## config.mk

```make
export PLATFORM = sky130hd
export DESIGN_NAME = regfile_bypass_sb
export DESIGN_NICKNAME = d
export VERILOG_FILES = /design/src/rtl/regfile_bypass_sb.sv
export SDC_FILE = /design/constraint.sdc
export NUM_CORES = 2
export LEC_CHECK = 0
export CAP_MARGIN = 25
export CORE_ASPECT_RATIO = 1.4
export CORE_MARGIN = 4
export CORE_UTILIZATION = 33
export CTS_BUF_LIST = sky130_fd_sc_hd__clkbuf_8
export CTS_CLUSTER_DIAMETER = 50
export DETAILED_ROUTE_END_ITERATION = 12
export SYNTH_ARGS = -nofsm -noshare
export SYNTH_HDL_FRONTEND = slang
export SYNTH_SLANG_ARGS = --single-unit
```

## constraint.sdc

```tcl
create_clock -name clk -period 6.5 [get_ports clk]
set_clock_uncertainty 0.2 [all_clocks]
set_input_delay 0.65 -clock clk [delete_from_list [all_inputs] [get_ports clk]]
set_output_delay 0.65 -clock clk [all_outputs]
set_load 0.005 [all_outputs]
```

## src/rtl/regfile_bypass_sb.sv

```systemverilog
// Register file with optional write-to-read bypass, per-register valid bits
// and a busy-bit scoreboard for decode-stage RAW hazard detection.
module regfile_bypass_sb #(
    parameter int AddrL  = 5,
    parameter int WL     = 32,
    parameter int NR     = 2,
    parameter int BYPASS = 1
) (
    input  logic                clk,
    input  logic                rst,
    input  logic                regwrite,
    input  logic [AddrL-1:0]    WriteReg,
    input  logic [WL-1:0]       WriteData,
    input  logic [NR*AddrL-1:0] ReadReg,
    output logic [NR*WL-1:0]    ReadData,
    output logic [NR-1:0]       ReadBusy,
    input  logic                issue_valid,
    input  logic [AddrL-1:0]    issue_dest,
    output logic [AddrL:0]      busy_cnt
);

    localparam int   Depth  = 2 ** AddrL;
    localparam logic Byp    = (BYPASS != 0);
    localparam logic [AddrL:0] CntOne = {{AddrL{1'b0}}, 1'b1};

    logic [WL-1:0]    rf [Depth];
    logic [Depth-1:0] valid;
    logic [Depth-1:0] busy;
    logic [AddrL:0]   busyCnt;
    logic             wrEn;
    logic             isEn;
    logic             setOne;
    logic             clrOne;
    logic [AddrL:0]   cntNext;

    assign wrEn = regwrite & (WriteReg != '0);
    assign isEn = issue_valid & (issue_dest != '0);

    // A same-register issue keeps the register busy, so the write clears nothing.
    always_comb begin
        setOne  = isEn & ~busy[issue_dest];
        clrOne  = wrEn & busy[WriteReg] & ~(isEn & (issue_dest == WriteReg));
        cntNext = busyCnt;
        if (setOne && !clrOne)
            cntNext = busyCnt + CntOne;
        else if (clrOne && !setOne)
            cntNext = busyCnt - CntOne;
    end

    always_ff @(posedge clk) begin
        if (!rst && wrEn)
            rf[WriteReg] <= WriteData;
    end

    always_ff @(posedge clk) begin
        if (rst) begin
            valid   <= '0;
            busy    <= '0;
            busyCnt <= '0;
        end else begin
            if (wrEn) begin
                valid[WriteReg] <= 1'b1;
                busy[WriteReg]  <= 1'b0;
            end
            if (isEn)
                busy[issue_dest] <= 1'b1;
            busyCnt <= cntNext;
        end
    end

    assign busy_cnt = busyCnt;

    for (genvar i = 0; i < NR; i++) begin : g_rd
        logic [AddrL-1:0] addr;
        logic             hit;
        logic             zero;

        assign addr = ReadReg[i*AddrL +: AddrL];
        assign hit  = Byp & regwrite & (WriteReg == addr);
        assign zero = rst | (addr == '0);

        assign ReadData[i*WL +: WL] = zero        ? '0 :
                                      hit         ? WriteData :
                                      !valid[addr] ? '0 : rf[addr];

        assign ReadBusy[i] = ~zero & busy[addr] & ~hit;
    end

endmodule

```

==> results.toml <==
[critical_path]
r2r_setup_slack_ns = 2.80
worstPathRequired_ns = 5.65
crit_top_cell = "mux4_2"
cp_cell_sequence = "buf_8 -> buf_12 -> buf_4 -> mux4_2 -> mux4_2 -> o21ai_0 -> o2bb2ai_1 -> clkdlybuf4s50_1"
slowest_delay_ns = 0.55
crit_type = "input pin to output port"
cp-end-kind = "output port"
crit_path_start_kind = "input pin"
cp_top_family = "buffers and inverters"
cp.arrival_ns = 4.04
cp_max_fo = 50
critPathBufInv = 4
slowest_stage = "o21ai_0"

[timing]
rsz0062_at_grt = "no"
finalSetupViolations = 0
worstMarginPinSlew_ns = 1.10
setup_slack_ns = 1.61
slew_viol_final = 0
period_share_pct = 75.2
fin_tns_setup_ns = 0
finalHoldViolCount = 0
relSlewSlack_pct = 26.8
timing.fmax_ghz = 0.205
min_period_ns = 4.89

[die]
io_pins = 128
die_w_microns = 343
core_area_sq_um = 156000
initial_core_util_pct = 33.3
dieArea_sq_um = 164000
num_rows = 171
die_height_microns = 477

[synth]
avgSynthCellArea_sq_um = 20.2
synth_edf_count = 1024
synth-seq-cells = 1094
synth_simple_gate_area_share_pct = 1.89
synth_common_cells = "1024 x edfxtp_1, 654 x mux4_2, 125 x clkbuf_1"
synth_cell_types = 46
synthMuxAreaShare_pct = 30.4
synth_flop_cell = "edfxtp_1"
synth_most_common_cell = "edfxtp_1"
synth_top_family_by_area = "multiplexers"
synth_top_area_cell = "edfxtp_1"
synthAdderAreaFrac_pct = 0.159
synthTopCellsByArea = "edfxtp_1 59%, mux4_2 28%, dfxtp_1 2.7%"
synthArstFlopShare_pct = 0
netlist_instances = 2565
syn_area_sq_um = 51800
synth_warnings = 0
synth_compound_area_share_pct = 3.34
yosysTopAreaCellShare_pct = 59.3
ys_seq_area_share_pct = 62.0
synthXorXnorAreaFrac_pct = 0.321

[route]
wirelength_microns = 160000
wl_per_cell_microns = 31.7
via_per_inst = 5.92
wl_met2_microns = 79200
drc = 0
top_layer = "met5"
met3_length_microns = 14100
drt_pre_antenna_iters = 5
drt-met1-wl_microns = 61800
drt_iter0_markers = 3667
num_vias = 29900
ant_nets = 0

[place]
gp_congestion = 0.848
dpl.hpwl_microns = 88800
place_ws_ns = 1.35
portBuffers = 127

[cts]
clock_sinks = 1094
cts_max_level = 4
cts_tree = "yes"
clk_latency_ns = 0.86
cts_resized = 0
numCtsBuffers = 184
cts.path.max_buffers = 3
clkTransAtPathRegs_ns = 0.05
cts_hold_buf = 1
root_buffer = "clkbuf_8"
post_cts.repair.setup_buffers = 0

[power_and_ir_drop]
p_total_mw = 14.9
power.density_nw_per_um2 = 249
peakVddDrop_mv = 0.140
total_leakage_power_nw = 18.7

[flow_run]
cap_violations = 0

[global_routing]
grt_pass1_vias = 30800
grt.total_usage_pct = 19.3
grt_pass1_wl_microns = 225000
antenna_found_initial = 8
grt_overflow = 0
grt_max_degree = 86

[layout]
multi_input_area_sq_um = 19100
final_nets = 2872
final-seq-area_sq_um = 32200
n_fill_cell = 14100
drive_gt1_share_pct = 36.2
syn2layout_area_growth_pct = 15.2

[hold_path]
min_path_type = "input pin to flip-flop"

[status]
status = "complete, no violations"
[report_power, final]
part	leakage (nW)	total, mW	switching [mW]	internal (mW)
logic	6.97	1.41	0.771	0.639
registers	9.80	7.81	0.0348	7.77
clock network	1.97	5.64	2.80	2.84
[state kept, by name, summed over array words and instances, names as in the netlist]
name and flops:
busy 32, rf 1024, valid 32, busy_cnt 6
[through the flow]
stage	cell area [sq um]	hold WS, ns	std cells	util [%]
after floorplan	52000	0.238	2596	-
after CTS	59700	0.279	5039	38.4
after global placement	56200	0.255	4691	36.1
after detailed placement	56300	0.265	4697	36.2
final	59700	0.265	5044	38.4
after global routing	59700	0.202	5042	38.4
[area by class of cell]
type	instances	area share, %
Sequential cell	1094	53.8
Clock buffer	191	4.40
Antenna cell	3	0.0126
Tap cell	2076	4.35
Multi-Input combinational cell	1279	31.9
Timing Repair Buffer	245	4.28
Clock inverter	150	1.18
Inverter	6	0.0419
[cells in the final DEF (no fill, tap or decap), drive strengths merged, types with 4 or more instances in the layout]
cell,count
a21o,16
a21oi,80
a221oi,4
a22o,34
a22oi,19
and2,6
buf,126
clkbuf,193
clkdlybuf4s50,116
clkinv,65
clkinvlp,5
conb,32
dfxtp,70
edfxtp,1024
ha,5
inv,83
mux2,33
mux2i,68
mux4,654
nand2,48
nand2b,10
nand3,8
nand3b,4
nor2,71
nor2b,13
nor3,31
nor3b,5
o21a,4
o21ai,25
o22ai,28
o2bb2ai,32
o31ai,5
xnor2,12
xor2,7
[cell families (layout without fill, tap and decap cells)]
group                      Yosys count  after routing
buffers and inverters              223            592
and+or+nand+nor                    209            209
muxes                              755            755
DFF                               1094           1094
xor gates and xnor gates            19             19
AOI/OAI and AO/OA                  258            258
adders and majority gates            6              6
other                                1             35
[final timing paths]
kind,end,from,cells past startpoint
worst min register to register,valid[28],valid[28],1
worst max register to register,busy_cnt[5],busy[11],13
worst min-delay path,rf[0][15],WriteData[15],1
worst max-delay path,ReadData[35],ReadReg[5],8
[metal layers]
layer,track usage [%],vias up
met3,4.18,283
met1,25.4,16300
li1,-,11700
met5,0,-
met2,31.8,1566
met4,6.37,6
Note: power is estimated with default switching activity, not from simulation.
